`src/rtl/data_mem_arbiter.sv`:
```
// Data memory arbiter: core vs. program loader, one access per cycle.
// Starvation counter bounds loader wait; EXCL mode hands the memory to the loader.

module data_mem_arbiter_rport #(
  parameter int DATA_W = 32
) (
  input  logic              clk,
  input  logic              rst_n,
  input  logic              cap,
  input  logic [DATA_W-1:0] rdata_in,
  output logic              rvalid,
  output logic [DATA_W-1:0] rdata
);
  logic              rvalid_q, rvalid_d;
  logic [DATA_W-1:0] rdata_q, rdata_d;

  always_comb begin
    rvalid_d = cap;
    rdata_d  = cap ? rdata_in : rdata_q;
  end

  always_ff @(posedge clk or negedge rst_n) begin
    if (!rst_n) begin
      rvalid_q <= 1'b0;
      rdata_q  <= '0;
    end else begin
      rvalid_q <= rvalid_d;
      rdata_q  <= rdata_d;
    end
  end

  assign rvalid = rvalid_q;
  assign rdata  = rdata_q;
endmodule

module data_mem_arbiter #(
  parameter int ADDR_W     = 32,
  parameter int DATA_W     = 32,
  parameter int STARVE_MAX = 4
) (
  input  logic              clk,
  input  logic              rst_n,
  input  logic              core_req,
  input  logic              core_wr,
  input  logic [2:0]        core_type,
  input  logic [ADDR_W-1:0] core_addr,
  input  logic [DATA_W-1:0] core_wdata,
  input  logic              ldr_req,
  input  logic              ldr_wr,
  input  logic [2:0]        ldr_type,
  input  logic [ADDR_W-1:0] ldr_addr,
  input  logic [DATA_W-1:0] ldr_wdata,
  input  logic              ldr_excl,
  output logic              core_gnt,
  output logic              ldr_gnt,
  output logic              core_rvalid,
  output logic              ldr_rvalid,
  output logic [DATA_W-1:0] core_rdata,
  output logic [DATA_W-1:0] ldr_rdata,
  output logic              stall_core,
  output logic              excl_active,
  output logic [ADDR_W-1:0] mem_addr,
  output logic [DATA_W-1:0] mem_wdata,
  output logic              mem_wr,
  output logic [2:0]        mem_type,
  input  logic [DATA_W-1:0] mem_rdata
);
  localparam int NUM_PORTS = 2;
  localparam int CORE      = 0;
  localparam int LDR       = 1;
  localparam logic [3:0] STARVE_LIM = 4'(STARVE_MAX);

  typedef struct packed {
    logic              wr;
    logic [2:0]        typ;
    logic [ADDR_W-1:0] addr;
    logic [DATA_W-1:0] wdata;
  } acc_t;

  typedef enum logic {SHARED = 1'b0, EXCL = 1'b1} state_e;

  logic [NUM_PORTS-1:0]             req, gnt, cap, rvalid;
  acc_t [NUM_PORTS-1:0]             acc;
  acc_t                             mem_sel;
  logic [NUM_PORTS-1:0][DATA_W-1:0] rdata;
  state_e                           state_q, state_d;
  logic [3:0]                       starve_cnt_q, starve_cnt_d;

  assign req[CORE] = core_req;
  assign req[LDR]  = ldr_req;
  assign acc[CORE] = {core_wr, core_type, core_addr, core_wdata};
  assign acc[LDR]  = {ldr_wr, ldr_type, ldr_addr, ldr_wdata};

  always_comb begin
    state_d      = ldr_excl ? EXCL : SHARED;
    gnt          = '0;
    starve_cnt_d = starve_cnt_q;
    case (state_q)
      SHARED: begin
        if (req[CORE] && req[LDR]) begin
          // Counter saturates at the limit, so >= is the forced-loader condition
          if (starve_cnt_q >= STARVE_LIM) begin
            gnt[LDR] = 1'b1;
          end else begin
            gnt[CORE]    = 1'b1;
            starve_cnt_d = starve_cnt_q + 4'd1;
          end
        end else if (req[CORE]) begin
          gnt[CORE] = 1'b1;
        end else if (req[LDR]) begin
          gnt[LDR] = 1'b1;
        end
        if (!req[LDR] || gnt[LDR]) starve_cnt_d = '0;
      end
      EXCL: begin
        gnt[LDR]     = req[LDR];
        starve_cnt_d = '0;
      end
      default: starve_cnt_d = '0;
    endcase
  end

  always_ff @(posedge clk or negedge rst_n) begin
    if (!rst_n) begin
      state_q      <= SHARED;
      starve_cnt_q <= '0;
    end else begin
      state_q      <= state_d;
      starve_cnt_q <= starve_cnt_d;
    end
  end

  // Idle cycles drive an all-zero access so the memory never sees a stray write
  always_comb begin
    mem_sel = '0;
    for (int p = 0; p < NUM_PORTS; p++)
      if (gnt[p]) mem_sel = acc[p];
  end

  assign mem_addr  = mem_sel.addr;
  assign mem_wdata = mem_sel.wdata;
  assign mem_wr    = mem_sel.wr;
  assign mem_type  = mem_sel.typ;

  for (genvar p = 0; p < NUM_PORTS; p++) begin : g_port
    assign cap[p] = gnt[p] & ~acc[p].wr;
    data_mem_arbiter_rport #(.DATA_W(DATA_W)) u_rport (
      .clk      (clk),
      .rst_n    (rst_n),
      .cap      (cap[p]),
      .rdata_in (mem_rdata),
      .rvalid   (rvalid[p]),
      .rdata    (rdata[p])
    );
  end

  assign core_gnt    = gnt[CORE];
  assign ldr_gnt     = gnt[LDR];
  assign stall_core  = core_req & ~gnt[CORE];
  assign excl_active = (state_q == EXCL);
  assign core_rvalid = rvalid[CORE];
  assign ldr_rvalid  = rvalid[LDR];
  assign core_rdata  = rdata[CORE];
  assign ldr_rdata   = rdata[LDR];
endmodule
```
`config.mk`:
```
export PLATFORM = sky130hd
export DESIGN_NAME = data_mem_arbiter
export DESIGN_NICKNAME = d
export VERILOG_FILES = /design/src/rtl/data_mem_arbiter.sv
export SDC_FILE = /design/constraint.sdc
export NUM_CORES = 1
export LEC_CHECK = 0
export BUFFER_PORTS_ARGS = -buffer_cell sky130_fd_sc_hd__buf_2
export CAP_MARGIN = 20
export CORE_AREA = 5 5 117 119
export CTS_CLUSTER_SIZE = 24
export DETAILED_ROUTE_END_ITERATION = 6
export DIE_AREA = 0 0 122 124
export HOLD_SLACK_MARGIN = 0.15
export PLACE_DENSITY = 0.68
export SETUP_SLACK_MARGIN = 0.5
export SYNTH_ARGS = -nofsm -noshare
export SYNTH_HDL_FRONTEND = slang
export SYNTH_SLANG_ARGS = --single-unit
```
`constraint.sdc`:
```
create_clock -name clk -period 1.6 [get_ports clk]
set_clock_uncertainty 0.05 [all_clocks]
set_input_delay 0.08 -clock clk [delete_from_list [all_inputs] [get_ports clk]]
set_output_delay 0.08 -clock clk [all_outputs]
set_load 0.02 [all_outputs]
```
# --- Yosys cells after proc, flatten, opt, wreduce, memory -nomap -nowiden ---
# Cells that the tools add are included.
classes:
  reduce_logical: 4
  n_bitwise: 7
  eq_ne: 2
  magnitude_cmp: 1
  mux: 16
  addsub: 1
ops:
  columns: ["operator", "n"]
  rows:
  - ["68-bit two-way mux", 2]
  - ["4-bit two-way mux", 3]
  - ["4-bit one-hot mux with 2 select lines", 1]
  - ["1-bit two-way mux", 7]
  - ["3-bit != test (second input constant)", 2]
  - ["4-bit by 1-bit adder with 4-bit output (second input constant)", 1]
  - ["4-bit by 3-bit greater-or-equal comparator with 1-bit output (second input constant)", 1]
  - ["2-bit two-way mux", 2]
  - ["1-bit inverter", 4]
  - ["1-bit bitwise AND", 3]
  - ["1-bit one-hot mux with 2 select lines", 1]
  - ["2-bit AND reduction", 1]
  - ["1-bit logical AND", 1]
  - ["1-bit logical NOT", 1]
  - ["1-bit logical OR", 1]
word_totals:
  output_inout_bits: 138
  regBits: 71

# --- Longest topological paths before layout ---
depth:
  ltp_word: 7
  mapped_depth: 6
  depth_no_buf: 3

# --- Hierarchy ---
# Synthesis repeated with hierarchy kept, for this count alone.
hier_totals:
  hier_cells: 399
  area_unflattened_um2: 4340.4
by_module_without_submodules:
  columns: ["mod", "area_each_um2", "seq_area_each_um2", "n_inst", "cells_each"]
  rows:
  - ["data_mem_arbiter_rport", 1370.1, 825.8, 2, 69]
  - ["data_mem_arbiter", 1600.3, 125.1, 1, 261]

# --- Worst setup path before layout ---
# OpenSTA, ideal clock, no wires.
synth_timing:
  path_kind: "register to output"
  start: "register state_q (netlist: excl_active)"
  end: "output port mem_addr[0]"
  arrival_ns: 1.988
  required_time_ns: 1.470
  slack_ns: -0.518
  path_buffers: 2
  path_stages_with_launch: 6
  path_cell_list: "dfrtp_1 > or4b_1 > clkbuf_1 > and2_4 > clkbuf_1 > o21ai_0"
synth_between:
  elab_chain_cells: 3
synth_lines:
  columns: ["item", "line_no", "source"]
  rows:
  - ["start: declaration", "86", "state_e state_q, state_d;"]
  - ["start signal: assignment", "128", "state_q <= state_d;"]
  - ["1-bit inverter or 1-bit two-way mux (tied branches)", null, null]
  - ["1-bit one-hot mux with 2 select lines or 68-bit two-way mux (tied branches)", "98, 137", null]
  - ["68-bit two-way mux *", "137", "if (gnt[p]) mem_sel = acc[p];"]
  - ["end: declaration", "62", "output logic [ADDR_W-1:0] mem_addr,"]
# Every way passes the cells marked *; elsewhere a longest branch is shown, timed or not.

# --- Worst setup path after layout ---
layout_timing:
  start: "register starve_cnt_q[3]"
  end: "output port mem_addr[10]"
layout_between:
  elab_chain_cells: 7
layout_lines:
  columns: ["item", "line_no", "source"]
  rows:
  - ["start: declaration", "87", "logic [3:0] starve_cnt_q, starve_cnt_d;"]
  - ["start signal: assignment", "129", "starve_cnt_q <= starve_cnt_d;"]
  - ["4-bit by 3-bit greater-or-equal comparator with 1-bit output *", "102", "if (starve_cnt_q >= STARVE_LIM) begin"]
  - ["1-bit two-way mux", "102", null]
  - ["2-bit two-way mux *", "100", "if (req[CORE] && req[LDR]) begin"]
  - ["2-bit two-way mux *", "98", "case (state_q)"]
  - ["1-bit two-way mux", "98", null]
  - ["68-bit two-way mux", "137", null]
  - ["68-bit two-way mux *", "137", null]
# Every way passes the cells marked *; elsewhere a longest branch is shown, timed or not. The select of a mux whose other input is x is not followed.

==> results.md <==
* Status: complete, but fails checks
* Failing checks: setup timing
* Longest Clk Path Bufs at 2
* Post-synthesis compound-gate area fraction at 0.103
* Worst VDD drop at 0.00113 V
* Share of layout cells above drive strength 1 at 0.698
* Slew HR at 0.507
* DRT Pass-1 Iters at 6
* Reg-to-reg endpoint: g_port[0].u_rport.rdata[10]
* Initial antenna violation count at 0
* Setup CP Type: reg -> out
* Global Route Usage Sum at 0.240
* Final HPWL DP at 12600 µm
* RSZ-0062 raised after global routing: true
* Vias in the first global route at 5088
* Net Count, Synth at 568
* Setup Total Neg Slack at -53470 ps
* Worst Slack Setup Final at -559 ps
* H-Tree Depth at 3
* Simple-Gate Fraction of Synth Area at 0.180
* Post-Synth Adder-Cell Area at 0.00331
* CTS buffer count at 9
* CP Launch Type: register
* Routed length per instance at 21.8 µm
* Mean Syn Cell Area at 9.60 µm²
* Unique masters post-synth at 25
* Reg clk slew, reported paths at 60 ps
* Number of I/O port buffers at 310
* Area grow syn2layout at 113%
* PwrDens at 903 mW/mm²
* GR Layer Usage met1 at 0.259
* Crit end category: primary output
* Largest family of logic cells by synthesized area: multiplexers
* Final period util at 1.35
* M3 GR Usage at 0.0704
* CP endpoint: mem_addr[10]
* FF-to-FF setup slack at -370 ps
* Root buf cell: clkbuf_16
* Die area at 0.0151 mm²
* Post-layout util at 0.646
* Hold crit path type: in -> reg
* Final std cells w/o fill at 944
* CP arrival at 2030 ps
* Routability cong. at 1.01
* Worst-case reg-to-reg path depth at 7
* Max FO, Critical Path at 8
* Place WS at -440 ps
* Pins over their slew limit at 0
* # setup viols final at 137
* Die height at 124 µm
* Die Wd at 122 µm
* Skew-Pair Late Insertion Delay at 330 ps
* Worst-margin pin slew at 739 ps
* Post-synthesis mux area share at 0.191
* Max-cap viol count at 0
* Largest net degree at the start of global routing at 72
* Post-synthesis sequential area ratio at 0.470
* Post-layout min period at 2160 ps
* Cell count after synthesis at 394
* ANT cells at 0
* Cell leakage power at 3.81 nW
* Max Fclk at 463 MHz
* Setup crit start: starve_cnt_q[3]
* Antenna viol nets, final at 0
* DR iter-0 viols at 378
* Cell Area, Placed at 0.00589 mm²
* CTS tree: yes
* First-pass GRT wire length at 27900 µm
* Final wirelength at 20600 µm
* Worst endpoint required time at 1470 ps
* Clock sinks at 71
* DRC at 0
* Vias/cell at 5.20
* Via Count at 4911
* Met2 Track Usage GR at 0.432
* Top Ports at 311
* Core area at 0.0125 mm²
* Global route total overflow at 0
* Nets at 942
* Synthesized area at 0.00378 mm²
* Std-Cell Rows at 41
* #FFs+latches synth at 71
* XOR/XNOR share of the synthesized area at 0
* GR peak layer: met2
* Starting Density at 0.303
* Final Hold Fails at 0
* Post-Place Cells at 863
* Syn. warnings at 0
* Final design instance area without fill at 0.00806 mm²
* RR Startpoint: excl_active
-- flip-flops by register name (all words and copies together) (netlist names) --
signal	count
starve_cnt_q	4
g_port.u_rport.rvalid	2
g_port.u_rport.rdata	64
excl_active	1
-- final cells by class --
type | count | area, µm²
fill | 920 | 4410
tap | 172 | 215
multi-input combinational | 285 | 2530
inverter | 1 | 8.76
timing repair buffer | 400 | 3190
sequential | 71 | 1780
clock inverter | 4 | 77.6
clock buffer | 11 | 253
-- placed cells by master (no fill, tap or decap), drive strengths merged, types with 2 or more instances in the layout --
cell type    netlist  routed
nor2               2       2
bufinv             0       2
dlygate4sd3        0      35
o21a               2       2
nand2             69      69
dfrtp             71      71
and2               1       2
nand3             68      68
and3               2       2
buf               15     364
clkinv             0       2
o21ai             68      68
mux2              64      64
clkbuf            23      12
-- logic make-up (layout without fill, tap and decap cells) --
logic type,count (synthesis),after routing
buf+inv,39,416
compound gates,70,70
mux,64,64
simple gates,148,149
other cells,1,1
fa+ha+maj,1,1
flops,71,71
-- worst max-delay path, cell delays in order (launching register included) --
cell	delay, ps
dfrtp_1	370
or4b_4	560
and2_4	260
buf_12	180
o21ai_4	180
buf_6	150
-- synthesized netlist by cell type, drive strengths merged --
cell,instances,area [µm²]
mux2,64,721
ha,1,12.5
or3,1,6.26
or4b,1,10.0
and2b,1,7.51
and3,2,13.8
nand2b,1,6.26
nor2,2,7.51
dfrtp,71,1780
nor4b,1,8.76
o21a,2,15.0
conb,1,3.75
nor3b,1,12.5
buf,15,87.6
nand3,68,340
o21ai,68,374
nand2,69,259
inv,1,3.75
and2,1,8.76
clkbuf,23,106
-- stage by stage --
stage / total power, mW / hold WS (ps)
after global routing: 7.58 / 235
after detailed placement: 4.45 / 87.4
after global placement: 4.40 / 81.7
after CTS: 7.09 / 217
after floorplan: 3.53 / -266
final: 7.27 / 229
-- layer usage --
metal  share of wire  routed length [µm]  vias up
met1            0.33                6790     2357
li1                -                   -     2134
met3            0.10                2090       80
met2            0.53               10900      340
met4           0.041                 847        0
met5               0                   0        -
-- power breakdown --
group          total (mW)  switching, mW  internal, mW  leakage (nW)
Combinational        2.77           1.51          1.26          2.80
Sequential           2.29          0.177          2.11         0.846
Clock                2.21          0.760          1.45         0.162
-- worst min-delay path by stage --
stage,cells after the start,from,slack [ps],to
2_1_floorplan,0,rst_n,-270,excl_active
3_3_place_gp,2,rst_n,80,g_port[1].u_rport.rdata[5]
3_5_place_dp,2,rst_n,90,g_port[0].u_rport.rdata[5]
4_1_cts,4,ldr_wr,220,g_port[1].u_rport.rdata[19]
5_1_grt,4,ldr_wr,240,g_port[1].u_rport.rdata[19]
6_report,4,ldr_wr,230,g_port[1].u_rport.rdata[19]
-- timing repair --
item	CTS	global route
pin swaps	17	27
endpoints found under the hold margin	139	0
hold buffers	35	0
gates cloned	12	1
setup buffers	14	4
resized for setup	193	80
setup endpoints to repair	141	141
(Power assumes the default switching activity.)
